===== src/rtl/muldiv_unit_pkg.sv =====
// Shared opcode encodings, FSM state type and helpers for the iterative
// multiply/divide unit that sits beside the ALU in EX.
package muldiv_unit_pkg;

  localparam int unsigned XLEN = 32;

  typedef enum logic [2:0] {
    MDU_NOP   = 3'b000,
    MDU_MULT  = 3'b001,
    MDU_MULTU = 3'b010,
    MDU_DIV   = 3'b011,
    MDU_DIVU  = 3'b100,
    MDU_MTHI  = 3'b101,
    MDU_MTLO  = 3'b110
  } mdu_op_e;

  typedef enum logic [1:0] {
    ST_IDLE = 2'd0,
    ST_CALC = 2'd1,
    ST_FIX  = 2'd2
  } mdu_state_e;

  // Magnitude of a two's-complement word; 0x80000000 maps to itself,
  // which is exactly the unsigned magnitude we need.
  function automatic logic [XLEN-1:0] abs_xlen(input logic [XLEN-1:0] v);
    return v[XLEN-1] ? (~v + 1'b1) : v;
  endfunction

endpackage


===== src/rtl/muldiv_unit_if.sv =====
// Issue/result bundle between the EX stage and the multiply/divide unit.
// start is a one-cycle command with no ready: the hazard unit only issues
// while busy is low, and any start seen while busy is dropped.
interface muldiv_unit_if;
  import muldiv_unit_pkg::*;

  logic            start;
  logic [2:0]      op;
  logic [XLEN-1:0] A;
  logic [XLEN-1:0] B;
  logic            flush;
  logic            busy;
  logic            done;
  logic [XLEN-1:0] hi;
  logic [XLEN-1:0] lo;
  mdu_state_e      dbg_state;

  modport master (
    output start, op, A, B, flush,
    input  busy, done, hi, lo, dbg_state
  );

  modport slave (
    input  start, op, A, B, flush,
    output busy, done, hi, lo, dbg_state
  );

endinterface


===== src/rtl/muldiv_unit.sv =====
// Iterative MULT/MULTU/DIV/DIVU (32 radix-2 steps plus one sign-fix cycle)
// and single-cycle MTHI/MTLO, owning the architectural HI/LO registers.
module muldiv_unit
  import muldiv_unit_pkg::*;
(
  input  logic          clk,
  input  logic          rst,
  muldiv_unit_if.slave  bus
);

  mdu_state_e        state_q, state_d;
  logic [4:0]        cnt_q, cnt_d;
  logic [63:0]       acc_q, acc_d;
  logic [XLEN-1:0]   b_q, b_d;
  logic [XLEN-1:0]   a_q, a_d;
  logic              is_div_q, is_div_d;
  logic              neg_q, neg_d;
  logic              neg_rem_q, neg_rem_d;
  logic              dz_q, dz_d;
  logic [XLEN-1:0]   hi_q, hi_d;
  logic [XLEN-1:0]   lo_q, lo_d;
  logic              done_q, done_d;

  logic              op_signed;
  logic [XLEN-1:0]   a_mag, b_mag;
  logic [32:0]       mul_sum;
  logic [63:0]       mul_next;
  logic [32:0]       div_shift;
  logic [32:0]       div_diff;
  logic [63:0]       div_next;
  logic [63:0]       prod_fix;
  logic [XLEN-1:0]   quo_fix, rem_fix;

  assign op_signed = (bus.op == MDU_MULT) || (bus.op == MDU_DIV);
  assign a_mag     = op_signed ? abs_xlen(bus.A) : bus.A;
  assign b_mag     = op_signed ? abs_xlen(bus.B) : bus.B;

  // Multiply: acc = {partial product, remaining multiplier bits}.
  assign mul_sum  = {1'b0, acc_q[63:32]} + (acc_q[0] ? {1'b0, b_q} : 33'd0);
  assign mul_next = {mul_sum, acc_q[31:1]};

  // Divide: acc = {partial remainder, dividend bits / quotient bits}.
  // Bit 32 of the difference is the borrow that rejects a subtraction.
  assign div_shift = {acc_q[63:32], acc_q[31]};
  assign div_diff  = div_shift - {1'b0, b_q};
  assign div_next  = div_diff[32] ? {div_shift[31:0], acc_q[30:0], 1'b0}
                                  : {div_diff[31:0],  acc_q[30:0], 1'b1};

  assign prod_fix = neg_q     ? (~acc_q + 64'd1)       : acc_q;
  assign quo_fix  = neg_q     ? (~acc_q[31:0] + 32'd1)  : acc_q[31:0];
  assign rem_fix  = neg_rem_q ? (~acc_q[63:32] + 32'd1) : acc_q[63:32];

  always_comb begin
    state_d   = state_q;
    cnt_d     = cnt_q;
    acc_d     = acc_q;
    b_d       = b_q;
    a_d       = a_q;
    is_div_d  = is_div_q;
    neg_d     = neg_q;
    neg_rem_d = neg_rem_q;
    dz_d      = dz_q;
    hi_d      = hi_q;
    lo_d      = lo_q;
    done_d    = 1'b0;

    case (state_q)
      ST_IDLE: begin
        if (bus.start) begin
          case (bus.op)
            MDU_MULT, MDU_MULTU, MDU_DIV, MDU_DIVU: begin
              state_d   = ST_CALC;
              cnt_d     = 5'd0;
              acc_d     = {32'd0, a_mag};
              b_d       = b_mag;
              a_d       = bus.A;
              is_div_d  = (bus.op == MDU_DIV) || (bus.op == MDU_DIVU);
              neg_d     = op_signed & (bus.A[31] ^ bus.B[31]);
              neg_rem_d = op_signed & bus.A[31];
              dz_d      = (bus.B == '0);
            end
            MDU_MTHI: hi_d = bus.A;
            MDU_MTLO: lo_d = bus.A;
            default:  ;
          endcase
        end
      end
      ST_CALC: begin
        acc_d = is_div_q ? div_next : mul_next;
        cnt_d = cnt_q + 5'd1;
        if (cnt_q == 5'd31) state_d = ST_FIX;
      end
      ST_FIX: begin
        state_d = ST_IDLE;
        done_d  = 1'b1;
        if (!is_div_q) begin
          hi_d = prod_fix[63:32];
          lo_d = prod_fix[31:0];
        end else if (dz_q) begin
          hi_d = a_q;
          lo_d = '1;
        end else begin
          hi_d = rem_fix;
          lo_d = quo_fix;
        end
      end
      default: state_d = ST_IDLE;
    endcase

    // Abort wins over everything else in flight, including an IDLE start.
    if (bus.flush) begin
      state_d = ST_IDLE;
      done_d  = 1'b0;
      hi_d    = hi_q;
      lo_d    = lo_q;
    end
  end

  always_ff @(posedge clk) begin
    if (rst) begin
      state_q   <= ST_IDLE;
      cnt_q     <= 5'd0;
      acc_q     <= 64'd0;
      b_q       <= '0;
      a_q       <= '0;
      is_div_q  <= 1'b0;
      neg_q     <= 1'b0;
      neg_rem_q <= 1'b0;
      dz_q      <= 1'b0;
      hi_q      <= '0;
      lo_q      <= '0;
      done_q    <= 1'b0;
    end else begin
      state_q   <= state_d;
      cnt_q     <= cnt_d;
      acc_q     <= acc_d;
      b_q       <= b_d;
      a_q       <= a_d;
      is_div_q  <= is_div_d;
      neg_q     <= neg_d;
      neg_rem_q <= neg_rem_d;
      dz_q      <= dz_d;
      hi_q      <= hi_d;
      lo_q      <= lo_d;
      done_q    <= done_d;
    end
  end

  assign bus.busy      = (state_q != ST_IDLE);
  assign bus.done      = done_q;
  assign bus.hi        = hi_q;
  assign bus.lo        = lo_q;
  assign bus.dbg_state = state_q;

endmodule


===== src/flat_wrapper.sv =====
// flat-port wrapper written by rule: the top's interface ports become plain ports
module muldiv_unit_flat import muldiv_unit_pkg::*;
  (clk, rst, bus_start, bus_op, bus_A, bus_B, bus_flush, bus_busy, bus_done, bus_hi, bus_lo, bus_dbg_state);
  muldiv_unit_if bus_i ();
  input  logic clk;
  input  logic rst;
  input wire logic [$bits(bus_i.start)-1:0] bus_start;
  input wire logic [$bits(bus_i.op)-1:0] bus_op;
  input wire logic [$bits(bus_i.A)-1:0] bus_A;
  input wire logic [$bits(bus_i.B)-1:0] bus_B;
  input wire logic [$bits(bus_i.flush)-1:0] bus_flush;
  output wire logic [$bits(bus_i.busy)-1:0] bus_busy;
  output wire logic [$bits(bus_i.done)-1:0] bus_done;
  output wire logic [$bits(bus_i.hi)-1:0] bus_hi;
  output wire logic [$bits(bus_i.lo)-1:0] bus_lo;
  output wire logic [$bits(bus_i.dbg_state)-1:0] bus_dbg_state;
  assign bus_i.start = bus_start;
  assign bus_i.op = bus_op;
  assign bus_i.A = bus_A;
  assign bus_i.B = bus_B;
  assign bus_i.flush = bus_flush;
  assign bus_busy = bus_i.busy;
  assign bus_done = bus_i.done;
  assign bus_hi = bus_i.hi;
  assign bus_lo = bus_i.lo;
  assign bus_dbg_state = bus_i.dbg_state;
  muldiv_unit u_core (.clk(clk), .rst(rst), .bus(bus_i));
endmodule

===== config.mk =====
export PLATFORM = sky130hd
export DESIGN_NAME = muldiv_unit_flat
export DESIGN_NICKNAME = d
export VERILOG_FILES = /design/src/rtl/muldiv_unit_pkg.sv /design/src/rtl/muldiv_unit_if.sv /design/src/rtl/muldiv_unit.sv /design/src/flat_wrapper.sv
export SDC_FILE = /design/constraint.sdc
export NUM_CORES = 1
export LEC_CHECK = 0
export CORE_MARGIN = 1.5
export CORE_UTILIZATION = 50
export CTS_CLUSTER_SIZE = 8
export DETAILED_ROUTE_END_ITERATION = 10
export PLACE_DENSITY_LB_ADDON = 0.25
export SYNTH_ARGS = -nofsm -noshare
export SYNTH_HDL_FRONTEND = slang
export SYNTH_SLANG_ARGS = --single-unit

===== constraint.sdc =====
create_clock -name clk -period 7.22 [get_ports clk]
set_input_delay 1.444 -clock clk [delete_from_list [all_inputs] [get_ports clk]]
set_output_delay 1.444 -clock clk [all_outputs]
set_load 0.005 [all_outputs]

==> metrics.cfg, run 1 <==
[timing]
finalClockSkew_ns=0.01294
fin_crit_ns=4.302
setup_violations=0
rsz0062_at_grt=false
fmax_mhz=232.4
tns_ns=0
slew_violations=0
hold_viol_final=0
max_slew_margin_pct=20.82
fin_crit_sh_pct=59.59
tightestPinTransition_ns=1.185

[power_and_ir_drop]
leakage_nw=6.635
p_per_area_nw_per_um2=170.2
clkPwrFrac_pct=39.3
internal_power_mw=2.146
power_frac_comb_pct=21.0
pwr-share-seq_pct=39.7
ir_drop_mv=0.1816
swShare_pct=31.11
switching_power_uw=969.3
total_power_mw=3.116

[synth]
syn-cell-area_um2=16130
async_flop_share_pct=0
synth_flop_cell=dfxtp_1
ys_seq_area_share_pct=25.32
synth_edf_count=0
avgSynthCellArea_um2=7.335
synth_warnings=0
syn_nets=2342
syn_inst=2199
synth-seq-cells=204
synthDistinctLibCells=90

[drt]
drt_iter0_drc=1961
dr.pass1.iters=6
wl_per_cell_um=20.87
drc_errors=0
vias=16800
antenna_left=0
wirelength_um=54670
drt-vias-per-instance=6.415

[global_route]
grt_pass1_wl_um=86460
grt_pass1_vias=15530
grt_max_degree=93
grt_overflow=0
grt_antenna_before_repair=0
grtUsageTotal_pct=32.25

[outcome]
status=finished clean

[worst_setup_path]
max_stage_delay_ns=0.56
worst_ep_required_time_ns=7.63
path_class=reg -> reg
crit_fanout=18
crit_path_start_kind=flip-flop
arrival_ns=4.72
critPathTopFamily=compound AO/OA/AOI/OAI gates
endpoint_kind=flip-flop
slowest_stage=dfxtp_1
path_buf_inv=1
critical_path.cell_chain=ha_1, nor2b_1, o31ai_1, a31oi_1, o21bai_1, a21oi_1, o31ai_2, xnor2_4, buf_4, mux2_2, a221oi_1, nor3_1

[floorplanning]
coreArea_um2=31640
io_pins=139
dieArea_um2=33350
die_h_um=182.6
chipWidth_um=182.6
rows=65
start_util_pct=50.99

[clock_tree]
clk_pin_slew_ns=0.05
postCtsSetupBuffers=0
cts_resized=0
root_buffer=clkbuf_16
clock_sinks=204
max-clock-path-buffers=3
hold_buffers=0
cts_made_buffers=29
h-tree-depth=1
insertion_delay_ns=0.57
cts_tree=yes

[worst_hold_path]
min_path_type=reg -> reg

[placed_design]
hpwl_um=39440
gp_congestion=0.9467
placed_cell_area_um2=17540
portBuffers=138

[final_layout]
nets=2356
final_util_pct=57.87
area_growth_pct=13.50
drive_above_1_share_pct=4.646
seqCellArea_um2=4090
multi_input_area_um2=11170
diodes=0
n_fill_cell=2934
finalInstanceArea_um2=18310

[run]
drv_cap=0

[cell type report]
class	instances	share of cell area, %
sequential	204	22.34
clock inverter	1	0.1093
timing repair buffer	161	8.495
tap	402	2.747
multi-input combinational	1756	60.99
clock buffer	34	4.066
inverter	61	1.251
[state kept, by name (all words and copies together) (netlist names)]
register / flops
u_core.a_q: 32
u_core.acc_q: 64
u_core.b_q: 32
u_core.bus.dbg_state: 2
u_core.bus.done: 1
u_core.bus.hi: 32
u_core.bus.lo: 32
u_core.cnt_q: 5
u_core.dz_q: 1
u_core.is_div_q: 1
u_core.neg_q: 1
u_core.neg_rem_q: 1
[power by group through the flow]
stage,sequential [mW],clock [mW],combinational [mW]
2_1_floorplan,1.23,0,0.456
3_3_place_gp,1.25,0,0.632
3_5_place_dp,1.26,0,0.641
4_1_cts,1.23,1.24,0.645
5_1_grt,1.24,1.29,0.712
6_report,1.24,1.22,0.654
[worst paths after layout]
path	start	to	slack (ns)	depth (start not counted)
min reg2reg	u_core.bus.lo[6]$_SDFFE_PP0P_	u_core.bus.lo[6]$_SDFFE_PP0P_	0.45	2
max reg2reg	u_core.acc_q[33]$_SDFFE_PP0P_	u_core.acc_q[50]$_SDFFE_PP0P_	2.92	12
min	u_core.bus.lo[6]$_SDFFE_PP0P_	u_core.bus.lo[6]$_SDFFE_PP0P_	0.45	2
max	u_core.acc_q[33]$_SDFFE_PP0P_	u_core.acc_q[50]$_SDFFE_PP0P_	2.92	12
[cells in the final DEF (no fill, tap or decap), types with 51 or more instances in the layout]
master / instances
a21oi_1: 212
a211oi_1: 105
nor3_1: 51
nand2_1: 247
clkdlybuf4s50_1: 137
xor2_1: 82
nor2_1: 227
mux2i_1: 52
ha_1: 70
inv_1: 61
dfxtp_1: 201
o21ai_0: 151
xnor2_1: 105
[metal layers]
| metal | GRT usage, % | vias to the layer above | routed length [um] |
|---|---|---|---|
| met5 | 0 | - | 0 |
| li1 | - | 7958 | - |
| met1 | 43.74 | 7887 | 23770 |
| met3 | 4.550 | 134 | 4553 |
| met2 | 51.13 | 822 | 24220 |
| met4 | 13.69 | 0 | 2118 |
[cells in the mapped netlist, types with 31 or more instances]
cell type	number	area, um^2
nand2_1	248	930.9
nor2_1	228	855.8
a21oi_1	212	1061
dfxtp_1	204	4084
clkbuf_1	156	585.6
o21ai_0	151	755.7
a211oi_1	105	788.3
xnor2_1	105	919.6
xor2_1	83	727.0
ha_1	70	875.8
inv_1	61	229.0
mux2i_1	52	520.5
nor3_1	51	255.2
nand3_1	36	180.2
o221ai_1	31	271.5
[kinds of logic (layout without fill, tap and decap cells)]
family / count (synthesis) / count (layout) / synth area share, %
xor gates and xnor gates: 189 / 189 / 10.31
DFF: 204 / 204 / 25.32
adders and majority gates: 72 / 72 / 5.678
AOI/OAI and AO/OA: 708 / 708 / 28.34
buffers and inverters: 239 / 257 / 5.779
muxes: 55 / 55 / 3.436
and+or+nand+nor: 732 / 732 / 21.15
[per-stage QoR]
step	cells	worst slack, ns	hold WS [ns]
global placement	2584	2.275	0.4390
finish	2619	2.918	0.4467
CTS	2619	2.822	0.4490
floorplan	2199	3.608	0.4311
global route	2619	2.498	0.4619
detailed placement	2584	2.237	0.4424
[worst min-delay path, cell delays in order (launching register included)]
cell and delay, ns:
dfxtp_1 0.30, nand2_1 0.05, a21oi_1 0.05
No activity file was read; power rests on OpenSTA's default activity.
==> run 2, diff against run 1 <==
==> constraint.sdc (replaced) <==
create_clock -name clk -period 4.1 [get_ports clk]
set_input_delay 0.82 -clock clk [delete_from_list [all_inputs] [get_ports clk]]
set_output_delay 0.82 -clock clk [all_outputs]
set_load 0.005 [all_outputs]
==> metrics.cfg, run 2 (same netlist as run 1, synthesis figures left out) <==
[placed_design]
portBuffers=138  ; unchanged
hpwl_um=41310  ; +4.8%
gp_congestion=0.9634  ; +1.8%

[timing]
max_slew_margin_pct=30.17  ; +9.3 points
hold_viol_final=0  ; unchanged
rsz0062_at_grt=false
fin_crit_ns=3.661  ; -0.6411 ns
tightestPinTransition_ns=1.045  ; -0.1399 ns
fin_crit_sh_pct=89.30  ; +30 points
fmax_mhz=273.1  ; +18%
tns_ns=0  ; unchanged
setup_violations=0  ; unchanged
finalClockSkew_ns=0.03101  ; +0.01807 ns
slew_violations=0  ; unchanged

[drt]
wl_per_cell_um=20.81  ; -0.32%
dr.pass1.iters=8  ; +2
drc_errors=0  ; unchanged
wirelength_um=55820  ; +2.1%
drt-vias-per-instance=6.359  ; -0.87%
vias=17060  ; +1.6%
antenna_left=0  ; unchanged
drt_iter0_drc=1887  ; -3.8%

[worst_setup_path]
worst_ep_required_time_ns=4.60  ; -3.03 ns
crit_path_start_kind=flip-flop
crit_fanout=30  ; +12
path_class=reg -> reg
arrival_ns=4.16  ; -0.56 ns
endpoint_kind=flip-flop
reg2regPathDepth=14  ; +2

[power_and_ir_drop]
p_per_area_nw_per_um2=296.8  ; +74%
ir_drop_mv=0.3651  ; +100%
leakage_nw=6.995  ; +5.4%
total_power_mw=5.603  ; +80%

[worst_hold_path]
min_path_type=reg -> reg
holdPathStages=2  ; unchanged

[floorplanning]
dieArea_um2=33350  ; unchanged
start_util_pct=50.99  ; unchanged
io_pins=139  ; unchanged
die_h_um=182.6  ; unchanged
chipWidth_um=182.6  ; unchanged
rows=65  ; unchanged
coreArea_um2=31640  ; unchanged

[clock_tree]
cts_tree=yes
clk_pin_slew_ns=0.05  ; about the same
insertion_delay_ns=0.57  ; about the same
h-tree-depth=1  ; unchanged
max-clock-path-buffers=3  ; unchanged
root_buffer=clkbuf_16
clock_sinks=204  ; unchanged
hold_buffers=0  ; unchanged
cts_resized=0  ; unchanged
cts_made_buffers=30  ; +3.4%
postCtsSetupBuffers=0  ; unchanged

[global_route]
grt_max_degree=118  ; +27%
grt_pass1_vias=15850  ; +2.1%
grt_pass1_wl_um=88020  ; +1.8%
grt_overflow=0  ; unchanged
grt_antenna_before_repair=1  ; +1
grtUsageTotal_pct=32.86  ; +0.61 points

[final_layout]
drive_above_1_share_pct=7.409  ; +2.8 points
largest_register_ffs=64  ; unchanged
top_register=u_core.acc_q
diodes=0  ; unchanged
nets=2419  ; +2.7%
area_growth_pct=17.03
layout_commonest_cell=nand2_1
final_cell_mix=247 x nand2_1, 227 x nor2_1, 212 x a21oi_1

[run]
drv_cap=0  ; unchanged

[outcome]
status=finished clean

[run 2: worst max-delay path: stages (launching register included)]
cell	delay, ns
dfxtp_1	0.51
inv_1	0.19
buf_12	0.20
nor2_1	0.12
ha_1	0.28
o21ai_0	0.22
o21ai_0	0.20
a41oi_1	0.26
nand2_1	0.13
a211o_1	0.36
nand3_1	0.19
nand2_1	0.16
a221oi_1	0.40
mux2i_1	0.25
a22o_1	0.14
[run 2: power by group]
part / leakage [nW] / switching [mW] / internal, mW
Combinational: 4.94 / 0.709 / 0.483
Clock: 0.391 / 0.920 / 1.31
Sequential: 1.66 / 0.110 / 2.07
Total: 6.99 / 1.74 / 3.86
[run 2: layer usage]
metal | global-route usage (%) | wire length (um)
met4 | 12.60 | 2236
met2 | 53.39 | 25020
met5 | 0 | 0
met1 | 43.67 | 23670
met3 | 5.228 | 4885
[run 2: worst paths after layout]
kind / from / endpoint / slack, ns
worst max register to register: u_core.acc_q[0]$_SDFFE_PP0P_ / u_core.acc_q[62]$_SDFFE_PP0P_ / 0.44
worst max-delay path: u_core.acc_q[0]$_SDFFE_PP0P_ / u_core.acc_q[62]$_SDFFE_PP0P_ / 0.44
worst min register to register: u_core.bus.lo[9]$_SDFFE_PP0P_ / u_core.bus.lo[9]$_SDFFE_PP0P_ / 0.45
worst min-delay path: u_core.bus.lo[9]$_SDFFE_PP0P_ / u_core.bus.lo[9]$_SDFFE_PP0P_ / 0.45
[run 2: cell type report]
type                    instances  area [um^2]
multi-input cells            1756        11150
repair buffers                223         2096
well taps                     402        503.0
fillers                      2932        12760
clock buffers                  34        775.7
clock inverters                 3        28.78
flip-flops and latches        204         4090
inverters                      61        229.0
[run 2: per-stage QoR]
step | setup WS (ns) | cells | util [%] | hold slack [ns] | area [um^2]
5_1_grt | 0.2221 | 2683 | 59.67 | 0.4613 | 18880
3_5_place_dp | 0.2481 | 2646 | 57.12 | 0.4449 | 18070
2_1_floorplan | 0.9789 | 2199 | - | 0.4311 | 16130
4_1_cts | 0.5300 | 2683 | 59.67 | 0.4504 | 18880
3_3_place_gp | 0.2027 | 2646 | 57.12 | 0.4390 | 18070
6_report | 0.4389 | 2683 | 59.67 | 0.4485 | 18880
==> run 3, diff against run 2 <==
--- a/config.mk
+++ b/config.mk
@@ -7,6 +7,7 @@
 export LEC_CHECK = 0
 export CORE_MARGIN = 1.5
 export CORE_UTILIZATION = 50
+export CTS_BUF_LIST = sky130_fd_sc_hd__clkbuf_2 sky130_fd_sc_hd__clkbuf_4 sky130_fd_sc_hd__clkbuf_8
 export CTS_CLUSTER_SIZE = 8
 export DETAILED_ROUTE_END_ITERATION = 10
 export PLACE_DENSITY_LB_ADDON = 0.25
==> metrics.cfg, run 3 (same netlist as run 1, synthesis figures left out) <==
[worst_hold_path]
min_to=u_core.bus.lo[9]$_SDFFE_PP0P_
holdCritStartpoint=u_core.bus.lo[9]$_SDFFE_PP0P_
holdPathStages=2  ; unchanged
min_path_type=reg -> reg

[placed_design]
hpwl_um=41310  ; unchanged
portBuffers=138  ; unchanged
gp_congestion=0.9634  ; unchanged

[floorplanning]
die_h_um=182.6  ; unchanged
chipWidth_um=182.6  ; unchanged
dieArea_um2=33350  ; unchanged
rows=65  ; unchanged
start_util_pct=50.99  ; unchanged
coreArea_um2=31640  ; unchanged
io_pins=139  ; unchanged

[clock_tree]
max-clock-path-buffers=3  ; unchanged
clk_pin_slew_ns=0.06  ; about the same
cts_tree=yes
cts_made_buffers=38  ; +27%
insertion_delay_ns=0.55  ; -0.02 ns
root_buffer=clkbuf_8
h-tree-depth=2  ; +1
postCtsSetupBuffers=0  ; unchanged
clock_sinks=204  ; unchanged
cts_resized=0  ; unchanged
hold_buffers=0  ; unchanged

[drt]
dr.pass1.iters=6  ; -2
vias=17130  ; +0.37%
drc_errors=0  ; unchanged
drt-vias-per-instance=6.319  ; -0.63%
wirelength_um=55860  ; about the same
wl_per_cell_um=20.61  ; -0.92%
drt_iter0_drc=1819  ; -3.6%
antenna_left=0  ; unchanged

[worst_setup_path]
r2r_end=u_core.acc_q[62]$_SDFFE_PP0P_
critPathTopFamily=compound AO/OA/AOI/OAI gates
worst_ep_required_time_ns=4.58  ; -0.02 ns
slowest_stage=dfxtp_1
reg2reg_from=u_core.acc_q[0]$_SDFFE_PP0P_
endpoint_kind=flip-flop
crit_path_start_kind=flip-flop
arrival_ns=4.17  ; about the same
max_stage_delay_ns=0.48  ; -0.03 ns
path_buf_inv=2  ; unchanged
reg2reg_slack_ns=0.41  ; -0.03 ns
path_class=reg -> reg
critical_path.cell_chain=inv_1, buf_12, nor2_1, ha_1, o21ai_0, o21ai_0, a41oi_1, nand2_1, a211o_1, nand3_1, nand2_1, a221oi_1, mux2i_1, a22o_1
reg2regPathDepth=14  ; unchanged
crit_fanout=30  ; unchanged

[final_layout]
top_register=u_core.acc_q
nets=2427  ; +0.33%
layout_commonest_cell=nand2_1
area_growth_pct=16.83
largest_register_ffs=64  ; unchanged
diodes=0  ; unchanged
drive_above_1_share_pct=8.622  ; +1.2 points
final_cell_mix=247 x nand2_1, 227 x nor2_1, 212 x a21oi_1

[timing]
fmax_mhz=271.1  ; -0.74%
fin_crit_sh_pct=89.96  ; +0.67 points
max_slew_margin_pct=30.89  ; +0.73 points
hold_viol_final=0  ; unchanged
tns_ns=0  ; unchanged
tightestPinTransition_ns=1.034  ; -0.01088 ns
fin_crit_ns=3.688  ; +0.02739 ns
rsz0062_at_grt=false
finalClockSkew_ns=0.02383  ; -0.007187 ns
setup_violations=0  ; unchanged
holdWs_ns=0.4479  ; -0.0005610 ns
slew_violations=0  ; unchanged

[global_route]
grt_antenna_before_repair=1  ; unchanged
grt_max_degree=118  ; unchanged
grtUsageTotal_pct=33.03  ; +0.17 points
grt_pass1_vias=15980  ; +0.78%
grt_pass1_wl_um=88110  ; +0.10%
grt_overflow=0  ; unchanged

[power_and_ir_drop]
p_per_area_nw_per_um2=289.4  ; -2.5%
ir_drop_mv=0.1752  ; -52%
leakage_nw=7.020  ; +0.37%

[outcome]
status=finished clean

[run]
drv_cap=0  ; unchanged

## run 3: cell count changes in the layout (fill, tap and decap cells not counted)
| cell | previous run | this run |
|---|---|---|
| clkbuf_8 | 1 | 45 |
| clkbuf_16 | 30 | 0 |
| clkbuf_4 | 0 | 12 |
| clkinv_2 | 1 | 5 |
| clkbuf_1 | 3 | 0 |
| bufinv_16 | 0 | 1 |
| clkinv_8 | 1 | 0 |
| clkinvlp_4 | 1 | 0 |
| inv_6 | 0 | 1 |
## run 3: layer usage
layer | global-route usage, % | vias up | wire length (um)
li1 | - | 8111 | -
met1 | 44.01 | 7969 | 23900
met2 | 52.78 | 883 | 24870
met3 | 5.129 | 162 | 4734
met4 | 14.48 | 0 | 2364
met5 | 0 | - | 0
## run 3: final cells by class
type | count | area, um^2
multi-input cells | 1756 | 11150
inverters | 61 | 229.0
flip-flops and latches | 204 | 4090
well taps | 402 | 503.0
repair buffers | 223 | 2096
clock buffers | 57 | 709.4
fillers | 2928 | 12790
clock inverters | 7 | 63.81
## run 3: worst register-to-register path: stages, from the launching register on
cell,delay [ns]
dfxtp_1,0.48
inv_1,0.18
buf_12,0.21
nor2_1,0.14
ha_1,0.28
o21ai_0,0.23
o21ai_0,0.21
a41oi_1,0.26
nand2_1,0.14
a211o_1,0.37
nand3_1,0.19
nand2_1,0.15
a221oi_1,0.42
mux2i_1,0.25
a22o_1,0.14
## run 3: worst max-delay path by stage
stage,from,end,depth (start not counted)
2_1_floorplan,u_core.acc_q[0]$_SDFFE_PP0P_,u_core.acc_q[61]$_SDFFE_PP0P_,15
3_3_place_gp,bus_A[15],u_core.acc_q[31]$_SDFFE_PP0P_,11
3_5_place_dp,bus_A[15],u_core.acc_q[31]$_SDFFE_PP0P_,11
4_1_cts,u_core.acc_q[0]$_SDFFE_PP0P_,u_core.acc_q[62]$_SDFFE_PP0P_,14
5_1_grt,u_core.acc_q[0]$_SDFFE_PP0P_,u_core.acc_q[62]$_SDFFE_PP0P_,14
6_report,u_core.acc_q[0]$_SDFFE_PP0P_,u_core.acc_q[62]$_SDFFE_PP0P_,14
## run 3: power breakdown
part           switching (mW)  leakage [nW]  internal, mW
Combinational           0.710          4.94         0.483
Clock                   0.913         0.417          1.17
Sequential              0.110          1.66          2.07
## run 3: through the flow
stage / area, um^2 / worst slack [ns] / cells / power (mW) / utilization, %
after global placement: 18070 / 0.2027 / 2646 / 3.369 / 57.12
after global routing: 18850 / 0.2164 / 2710 / 5.674 / 59.57
after CTS: 18850 / 0.5275 / 2710 / 5.452 / 59.57
after floorplan: 16130 / 0.9789 / 2199 / 2.968 / -
final: 18850 / 0.4115 / 2710 / 5.453 / 59.57
after detailed placement: 18070 / 0.2481 / 2646 / 3.383 / 57.12
